$ cat config.mk
export PLATFORM = sky130hd
export DESIGN_NAME = ahbl_splitter
export DESIGN_NICKNAME = d
export VERILOG_FILES = /design/src/rtl/ahbl_splitter.sv
export SDC_FILE = /design/constraint.sdc
export NUM_CORES = 1
export LEC_CHECK = 0
export BUFFER_PORTS_ARGS = -buffer_cell sky130_fd_sc_hd__buf_2
export CORE_AREA = 3 3 131 133
export DETAILED_ROUTE_END_ITERATION = 10
export DIE_AREA = 0 0 134 136
export GPL_TIMING_DRIVEN = 1
export HOLD_SLACK_MARGIN = 0.08
export PLACE_DENSITY = 0.44
export SLEW_MARGIN = 20
export SYNTH_ARGS = -nofsm -noshare
export SYNTH_HDL_FRONTEND = slang
export SYNTH_SLANG_ARGS = --single-unit
export TNS_END_PERCENT = 50
$ cat constraint.sdc
create_clock -name clk -period 1.3 [get_ports clk]
set_clock_uncertainty 0.1 [all_clocks]
set_input_delay 0.26 -clock clk [delete_from_list [all_inputs] [get_ports clk]]
set_output_delay 0.26 -clock clk [all_outputs]
set_load 0.05 [all_outputs]
$ cat src/rtl/ahbl_splitter.sv
// rtl/ahbl_splitter.sv - 1:N AHB-Lite address-decoding splitter with steered data-phase response mux
// Optional internal ERROR default slave: define AHBL_SPLITTER_DEFAULT_ERR_EN
module ahbl_splitter #(
    parameter int N_PORTS = 2,
    parameter int W_ADDR  = 32,
    parameter int W_DATA  = 32,
    parameter logic [N_PORTS*W_ADDR-1:0] ADDR_MAP  = '0,
    parameter logic [N_PORTS*W_ADDR-1:0] ADDR_MASK = '0
) (
    input  logic                       clk,
    input  logic                       rst_n,
    input  logic                       src_hready,
    output logic                       src_hready_resp,
    output logic                       src_hresp,
    input  logic [W_ADDR-1:0]          src_haddr,
    input  logic                       src_hwrite,
    input  logic [1:0]                 src_htrans,
    input  logic [2:0]                 src_hsize,
    input  logic [2:0]                 src_hburst,
    input  logic [3:0]                 src_hprot,
    input  logic                       src_hmastlock,
    input  logic [W_DATA-1:0]          src_hwdata,
    output logic [W_DATA-1:0]          src_hrdata,
    output logic [N_PORTS-1:0]         dst_hready,
    input  logic [N_PORTS-1:0]         dst_hready_resp,
    input  logic [N_PORTS-1:0]         dst_hresp,
    output logic [N_PORTS*W_ADDR-1:0]  dst_haddr,
    output logic [N_PORTS-1:0]         dst_hwrite,
    output logic [N_PORTS*2-1:0]       dst_htrans,
    output logic [N_PORTS*3-1:0]       dst_hsize,
    output logic [N_PORTS*3-1:0]       dst_hburst,
    output logic [N_PORTS*4-1:0]       dst_hprot,
    output logic [N_PORTS-1:0]         dst_hmastlock,
    output logic [N_PORTS*W_DATA-1:0]  dst_hwdata,
    input  logic [N_PORTS*W_DATA-1:0]  dst_hrdata
);

    logic [N_PORTS-1:0] match_raw;
    logic [N_PORTS-1:0] sel_a;
    logic [N_PORTS-1:0] dsel_q;
    logic [N_PORTS-1:0] dsel_d;

    always_comb begin
        match_raw = '0;
        for (int i = 0; i < N_PORTS; i++) begin
            match_raw[i] = ((src_haddr & ADDR_MASK[i*W_ADDR +: W_ADDR]) == ADDR_MAP[i*W_ADDR +: W_ADDR]);
        end
    end

    // Scan high to low so the lowest matching index is the last one written.
    always_comb begin
        sel_a = '0;
        for (int i = N_PORTS - 1; i >= 0; i--) begin
            if (match_raw[i]) begin
                sel_a    = '0;
                sel_a[i] = 1'b1;
            end
        end
        if (!src_htrans[1]) begin
            sel_a = '0;
        end
    end

    always_comb begin
        dst_htrans = '0;
        for (int i = 0; i < N_PORTS; i++) begin
            dst_htrans[2*i +: 2] = sel_a[i] ? src_htrans : 2'b00;
        end
    end

    assign dst_hready    = {N_PORTS{src_hready}};
    assign dst_haddr     = {N_PORTS{src_haddr}};
    assign dst_hwrite    = {N_PORTS{src_hwrite}};
    assign dst_hsize     = {N_PORTS{src_hsize}};
    assign dst_hburst    = {N_PORTS{src_hburst}};
    assign dst_hprot     = {N_PORTS{src_hprot}};
    assign dst_hmastlock = {N_PORTS{src_hmastlock}};
    assign dst_hwdata    = {N_PORTS{src_hwdata}};

    assign dsel_d = src_hready ? sel_a : dsel_q;

    always_ff @(posedge clk or negedge rst_n) begin
        if (!rst_n) begin
            dsel_q <= '0;
        end else begin
            dsel_q <= dsel_d;
        end
    end

`ifdef AHBL_SPLITTER_DEFAULT_ERR_EN
    typedef enum logic [1:0] {
        ST_IDLE = 2'd0,
        ST_ERR1 = 2'd1,
        ST_ERR2 = 2'd2
    } err_state_t;

    err_state_t state_q;
    err_state_t state_d;
    logic       derr_q;
    logic       derr_d;
    logic       unmapped_a;
    logic       err_active;

    assign unmapped_a = src_htrans[1] & ~|match_raw;
    assign derr_d     = src_hready ? unmapped_a : derr_q;

    always_comb begin
        state_d = state_q;
        unique case (state_q)
            ST_IDLE: if (src_hready && unmapped_a) state_d = ST_ERR1;
            ST_ERR1: state_d = ST_ERR2;
            ST_ERR2: if (src_hready) state_d = unmapped_a ? ST_ERR1 : ST_IDLE;
            default: state_d = ST_IDLE;
        endcase
    end

    always_ff @(posedge clk or negedge rst_n) begin
        if (!rst_n) begin
            state_q <= ST_IDLE;
            derr_q  <= 1'b0;
        end else begin
            state_q <= state_d;
            derr_q  <= derr_d;
        end
    end

    assign err_active = derr_q & (state_q != ST_IDLE);
`endif

    // With no slave owning the data phase the response is a zero-wait OKAY unless the default slave is erroring.
    always_comb begin
        src_hready_resp = 1'b1;
        src_hresp       = 1'b0;
        src_hrdata      = '0;
        if (|dsel_q) begin
            src_hready_resp = |(dsel_q & dst_hready_resp);
            src_hresp       = |(dsel_q & dst_hresp);
            for (int i = 0; i < N_PORTS; i++) begin
                if (dsel_q[i]) begin
                    src_hrdata = dst_hrdata[i*W_DATA +: W_DATA];
                end
            end
        end
`ifdef AHBL_SPLITTER_DEFAULT_ERR_EN
        else if (err_active) begin
            src_hready_resp = (state_q != ST_ERR1);
            src_hresp       = 1'b1;
        end
`endif
    end

endmodule

# Word-level counts from Yosys, hierarchy flattened
# Index checks and enable logic that the tools add are counted.
# totals
ff_bits	2
in_bits	149
output_inout_bits	192
# op_classes
mux	8
n_bitwise	2
n_reduce_logical	3
# ops
op	n
$mux W32	3
$reduce_or A2 Y1	3
$and A2 B2 Y2	2
$mux W2	2
$mux W1	3

# Longest topological paths before layout
# Gate-level depths: netlist of run 1.
# logic_depth
ltp_word	3
depth_mapped	2

# Worst setup path before layout of run 1
# No wires, ideal clock.
# synth_timing
path_type	reg2out
from	register dsel_q[0]
to	output port src_hrdata[0]
t_arrival_ps	857
path_slack_ps	83
path_stages_with_launch	3
n_path_buf	1
path_cell_list	dfrtp_1 > clkbuf_2 > and2_2
# synth_via
elab_chain_cells	3
word_cells_on_any_way	4
cone_classes	3 x mux; 1 x reduce/logical
# synth_rtl
element	line	text
start, declared	40	logic [N_PORTS-1:0] dsel_q;
start signal, assigned	86	dsel_q <= dsel_d;
$mux W32 (2 in series)	139	if (dsel_q[i]) begin
$mux W32 *	135	if (|dsel_q) begin
end, declared	23	output logic [W_DATA-1:0] src_hrdata,
# Mark *: on every way between the ends. The rest lies on a longest branch, timed or not.

# Worst setup path after layout of run 1
# layout_timing
from	register dsel_q[0]
to	output port src_hrdata[8]
# The elaborated chain is that of the path after synthesis.

==> out/qor.csv, run 1 <==
metric,value,unit
outcome,"complete, no violations",
crit path time final,1280,ps
Sw Share,61.3,%
Worst-Skew Late Latency,0,ps
combinational share of power,94.6,%
global-route wire length before repair,4.44,mm
final setup TNS,0,ps
post-route ant nets,0,
Initial DRC Count,3,
"area leader, netlist",buf_4,
largest net degree at the start of global routing,19,
"FF+latch count, synth",1,
Int Power,274,µW
"EDFF count, synth",0,
synth unique cells,8,
GR Overflow Total,0,
nets,270,
via/cell ratio,2.01,
Worst path slowest cell,dfrtp_1,
Synth Area in XOR/XNOR,0,%
Initial Util,9.38,%
DR pass1 iterations,2,
Async SR Flop Fraction,100,%
die width,134,µm
synth cell count leaders,"buf_4, and2_2, clkbuf_2",
Diodes inserted,0,
Post-Syn Area,1500,µm²
crit path max fanout,18,
fmax,782,MHz
"Slew Viols, Final",0,
Top Registers,dsel_q: 1 flops,
Hold Crit Class,in2out,
max FFs per register,1,
CP Launch Type,flip-flop,
max incr delay on CP,390,ps
path depth of the worst reg2reg path,2,
count of input and output buffers,76,
most common cell in the synthesized netlist,buf_4,
worst slack at placement,-46.0,ps
Cells after Synth,198,
Residual DRC,0,
crit path launch,dsel_q[0]$_DFFE_PN0P_,
Post-CTS Setup Bufs,0,
WS Path Type,reg2out,
drt total wl,3.41,mm
Worst VDD drop,0.189,mV
via count,675,
Die Height,136,µm
worst-path cell chain,buf_6 > and2_2 > buf_4,
"top cells by area, synth","buf_4, and2_2, dfrtp_1",
final worst slack,21.3,ps
power per cell area,633,nW/µm²
die area,18200,µm²
post-synthesis mux area share,0.753,%
Layout area overhead,-25.0,%
gr usage total,3.15,%
Synth Area in Adders,0,%
r2r startpoint,dsel_q[0]$_DFFE_PN0P_,
share of cells above drive strength 1,95.0,%
initial antenna violation count,0,
post-synth top area share,78.8,%
routability cong.,0.688,
vias in the first global route,734,
Sequential Power Share,5.4,%
drt wl/cell,10.2,µm
Most used DFF post-synth,dfrtp_1,
Ys Warns,0,
Mean Syn Cell Area,7.55,µm²
sequential fraction of the synthesis area,1.67,%
Worst EP required,940,ps
final-report hold violation count,0,
RSZ-0062 raised after global routing,yes,
Reg with most FFs,dsel_q,
IO Pins,341,
dpl hpwl,3.03,mm
final setup fails,0,
leak pwr,0.513,nW
worst reg-to-reg setup slack,290,ps
post-synthesis compound-gate area fraction,0,%
reg2reg end,dsel_q[0]$_DFFE_PN0P_,
core area,15900,µm²
post-route clock period utilization,98.4,%
main combinational cell family by area after synthesis,buffers and inverters,
NetSw,435,µW
CP endpoint,src_hrdata[8],
total power,709,µW
element type at the critical path end,output pin,
hold path startpoint,src_haddr[13],
simple-gate share of the synthesized area,17.5,%
CTS clock-pin slew for the worst setup and hold paths,0,ps
Max Cap Violations,0,
Worst EP arrival,920,ps
Core Rows,46,
clock power share,0,%
==> power groups by stage <==
stage	clock, mW	combinational [mW]	sequential [mW]
2_1_floorplan	0	1.70	0.0385
3_3_place_gp	0	0.615	0.0376
3_5_place_dp	0	0.615	0.0376
4_1_cts	0	0.672	0.0378
5_1_grt	0	0.705	0.0389
6_report	0	0.671	0.0386
==> worst min-delay path by stage <==
stage          cells past startpoint  slack, ps                    end
3_5_place_dp                       1        -60  dsel_q[0]$_DFFE_PN0P_
4_1_cts                            0        420         dst_hwdata[30]
5_1_grt                            0        420          dst_haddr[34]
2_1_floorplan                      0       -140  dsel_q[0]$_DFFE_PN0P_
3_3_place_gp                       1        -60  dsel_q[0]$_DFFE_PN0P_
6_report                           0        420          dst_haddr[45]
==> area by class of cell <==
type                    count  area (µm²)
fillers                  1873       14800
repair buffers             80         546
multi-input cells          38         280
well taps                 216         270
flip-flops and latches      1        25.0
==> worst max-delay path, delay by kind of cell (launching register included) <==
kind,cells,cell delay [ps]
DFF,1,390
buffers and inverters,2,350
and+or+nand+nor,1,170
==> metrics by stage <==
step | cell area (µm²) | hold WS, ps | std cells | utilization, %
after floorplan | 1500 | -136 | 199 | -
after global placement | 1010 | -62.2 | 334 | 6.33
after detailed placement | 1010 | -63.3 | 334 | 6.33
after CTS | 1110 | 420 | 335 | 6.95
after global routing | 1120 | 420 | 335 | 7.03
final | 1120 | 420 | 335 | 7.03
==> cells by family (layout without fill, tap and decap cells) <==
| kind of cell | count (synthesis) | after routing |
|---|---|---|
| DFF | 1 | 1 |
| and+or+nand+nor | 35 | 35 |
| muxes | 1 | 1 |
| buffers and inverters | 160 | 80 |
| other | 1 | 2 |
==> metal layers <==
layer	part of all wire [%]	global-route usage [%]	vias to the layer above	routed length (µm)
li1	-	-	275	-
met1	18	1.76	242	601
met2	50	5.76	105	1720
met3	20	2.11	53	688
met4	12	3.71	0	398
met5	0	0	-	0
==> cells in the final DEF (no fill, tap or decap) <==
cell,n
and2_1,1
and2_2,33
buf_12,2
buf_2,42
buf_4,29
buf_6,6
conb_1,2
dfrtp_1,1
dlygate4sd3_1,1
mux2_2,1
or2b_1,1
==> timing repair <==
| item | CTS | global route |
|---|---|---|
| hold buffers | 1 | 0 |
| endpoints found under the hold margin | 1 | 0 |
| resized for setup | 34 | 5 |
| setup endpoints to repair | 31 | 22 |
Power figures use the tool's default switching activity.
==> run 2: changes to the inputs <==
--- a/config.mk
+++ b/config.mk
@@ -5,13 +5,16 @@
 export SDC_FILE = /design/constraint.sdc
 export NUM_CORES = 1
 export LEC_CHECK = 0
+export ABC_AREA = 1
 export BUFFER_PORTS_ARGS = -buffer_cell sky130_fd_sc_hd__buf_2
-export CORE_AREA = 3 3 131 133
+export CELL_PAD_IN_SITES_DETAIL_PLACEMENT = 1
+export CELL_PAD_IN_SITES_GLOBAL_PLACEMENT = 1
+export CORE_AREA = 3 3 133 135
 export DETAILED_ROUTE_END_ITERATION = 10
-export DIE_AREA = 0 0 134 136
+export DIE_AREA = 0 0 136 138
 export GPL_TIMING_DRIVEN = 1
 export HOLD_SLACK_MARGIN = 0.08
-export PLACE_DENSITY = 0.44
+export PLACE_DENSITY = 0.69
 export SLEW_MARGIN = 20
 export SYNTH_ARGS = -nofsm -noshare
 export SYNTH_HDL_FRONTEND = slang
==> run 2 against run 1 <==
Net effect:
- maximum frequency down 1.1%
- utilization up 1.0 points
- setup slack got worse by 14 ps
- critical path depth is 1 higher
- area after synthesis rose by 4.9%
- combinational power is 4.9% higher
- flip-flop and latch count unchanged
- sequential share of layout area decreased by 0.26 points
- first-iteration DRC count grew to 5.7 times the previous value
- register-to-register slack improved by 100 ps
- global-route usage is 0.096 points higher
- critical path type unchanged
==> out/qor.csv, run 2 <==
metric,value,unit,change
Core Rows,47,,+2.2%
Worst VDD drop,0.123,mV,-35%
core area,16600,µm²,+4.0%
vias in the first global route,883,,+20%
post-synthesis mux area share,0,%,-0.75 points
synth unique cells,10,,+2
GR Overflow Total,0,,unchanged
IO Pins,341,,unchanged
Worst-Skew Late Latency,0,ps,unchanged
worst slack at placement,-132,ps,-85.6 ps
sequential fraction of the synthesis area,1.59,%,-0.079 points
Reg with most FFs,dsel_q,,
outcome,"complete, no violations",,
reg2reg end,dsel_q[0]$_DFFE_PN0P_,,
synth cell count leaders,"buf_4, nand2_1, inv_1, inv_2, nand2_2",,
CP Launch Type,flip-flop,,
nets,309,,+14%
element type at the critical path end,output pin,,
Synth Area in Adders,0,%,unchanged
WS Path Type,reg2out,,
final setup TNS,0,ps,unchanged
final setup fails,0,,unchanged
Layout area overhead,-15.2,%,
Async SR Flop Fraction,100,%,unchanged
leak pwr,0.781,nW,+52%
Top Registers,dsel_q: 1 flops,,
worst reg-to-reg setup slack,390,ps,+100 ps
Worst EP arrival,930,ps,about the same
power per cell area,560,nW/µm²,-11%
count of input and output buffers,76,,unchanged
Cells after Synth,237,,+20%
via count,867,,+28%
Hold Crit Class,in2reg,,
Layout Cells excl Fill,378,,+13%
dpl cells,376,,+13%
most common cell in the synthesized netlist,buf_4,,
r2r startpoint,dsel_q[0]$_DFFE_PN0P_,,
Synth Area in XOR/XNOR,0,%,unchanged
fin util,8.03,%,+1.0 points
Max Cap Violations,0,,unchanged
Residual DRC,0,,unchanged
hold path startpoint,src_htrans[1],,
dpl hpwl,3.19,mm,+5.3%
main combinational cell family by area after synthesis,buffers and inverters,,
largest net degree at the start of global routing,33,,+14
die area,18800,µm²,+3.0%
"Slew Viols, Final",0,,unchanged
path depth of the worst reg2reg path,3,,+1
crit path time final,1290,ps,+14.1 ps
hold path depth,3,,+3
Initial Util,9.46,%,+0.083 points
Post-Syn Area,1570,µm²,+4.9%
"top cells by area, synth","buf_4, nand2_1, inv_1",,
drt total wl,4.11,mm,+21%
Diodes inserted,0,,unchanged
Mean Syn Cell Area,6.62,µm²,-12%
fmax,774,MHz,-1.1%
initial antenna violation count,0,,unchanged
Post-CTS Setup Bufs,0,,unchanged
post-route ant nets,0,,unchanged
final worst slack,7.27,ps,-14.1 ps
Most used DFF post-synth,dfrtp_1,,
share of cells above drive strength 1,68.4,%,-27 points
gr usage total,3.25,%,+0.096 points
post-synth top area share,75.1,%,-3.7 points
RSZ-0062 raised after global routing,yes,,
via/cell ratio,2.29,,+14%
Ys Warns,0,,unchanged
Initial DRC Count,17,,+14
"commonest non-fill, non-tap cells in the layout","buf_2, nand2_1, inv_1",,
max FFs per register,1,,unchanged
CTS clock-pin slew for the worst setup and hold paths,0,ps,unchanged
DR pass1 iterations,3,,+1
crit path max fanout,16,,-2
simple-gate share of the synthesized area,10.5,%,-7.0 points
"EDFF count, synth",0,,unchanged
global-route wire length before repair,4.83,mm,+8.9%
routability cong.,0.560,,-19%
die width,136,µm,+1.5%
worst hold endpoint,dsel_q[0]$_DFFE_PN0P_,,
"FF+latch count, synth",1,,unchanged
drt wl/cell,10.9,µm,+6.9%
final-report hold violation count,0,,unchanged
"area leader, netlist",buf_4,,
hold_ws,401,ps,-19.4 ps
post-synthesis compound-gate area fraction,0,%,unchanged
Die Height,138,µm,+1.5%
Worst EP required,940,ps,about the same
"commonest non-fill, non-tap cell in the layout",buf_2,,
post-route clock period utilization,99.4,%,+1.1 points
==> run 2: cell count changes in the layout (fill, tap and decap cells not counted), moves of 10 or more <==
cell,previous run,this run
buf_8,0,16
and2_2,33,0
inv_1,0,19
nand2_2,0,10
nand2_1,0,28
buf_4,29,3
buf_6,6,17
inv_2,0,17
==> run 2: cells by family after synthesis <==
kind of cell,after synthesis
AND/OR/NAND/NOR,38
buffers and inverters,197
other,1
flip-flops,1
==> run 2: layout make-up <==
cell class,instances,area (µm²)
inverter,36,135
fill,2000,15300
sequential,1,26.3
multi-input combinational,40,175
tap,220,275
timing repair buffer,81,719
==> run 2: repair_timing <==
item / in CTS / in global routing
gates cloned: 0 / 1
setup endpoints to repair: 34 / 32
hold buffers: 1 / 0
resized for setup: 69 / 23
hold endpoints to repair: 1 / 0
==> run 2: report_power, final <==
group	switching, mW	internal (mW)
clock network	0	0
logic	0.443	0.261
registers	0.00696	0.0350
==> run 2: layer usage <==
layer | GRT usage, % | vias up | part of all wire (%)
li1 | - | 353 | -
met1 | 1.74 | 324 | 21
met2 | 5.40 | 133 | 45
met3 | 2.51 | 57 | 23
met4 | 4.24 | 0 | 12
met5 | 0 | - | 0
==> run 2: metrics by stage <==
| step | power [mW] | area (µm²) |
|---|---|---|
| 2_1_floorplan | 1.72 | 1580 |
| 3_3_place_gp | 0.585 | 1030 |
| 3_5_place_dp | 0.590 | 1030 |
| 4_1_cts | 0.695 | 1240 |
| 5_1_grt | 0.784 | 1330 |
| 6_report | 0.746 | 1330 |
==> run 2: how the worst max path moves through the flow <==
| stage | from | end | slack, ps | cells after the start |
|---|---|---|---|---|
| 3_5_place_dp | dsel_q[0]$_DFFE_PN0P_ | src_hrdata[12] | -130 | 4 |
| 4_1_cts | dsel_q[0]$_DFFE_PN0P_ | src_hrdata[12] | -60 | 4 |
| 6_report | dsel_q[0]$_DFFE_PN0P_ | src_hrdata[9] | 7 | 4 |
| 3_3_place_gp | dsel_q[0]$_DFFE_PN0P_ | src_hrdata[12] | -130 | 4 |
| 5_1_grt | dsel_q[0]$_DFFE_PN0P_ | src_hrdata[11] | -60 | 4 |
| 2_1_floorplan | dsel_q[0]$_DFFE_PN0P_ | src_hrdata[0] | 20 | 4 |
==> run 2: worst max-delay path: stages, from the launching register on <==
cell	delay, ps
dfrtp_2	420
clkbuf_16	220
nand2_1	60
inv_1	70
buf_6	150
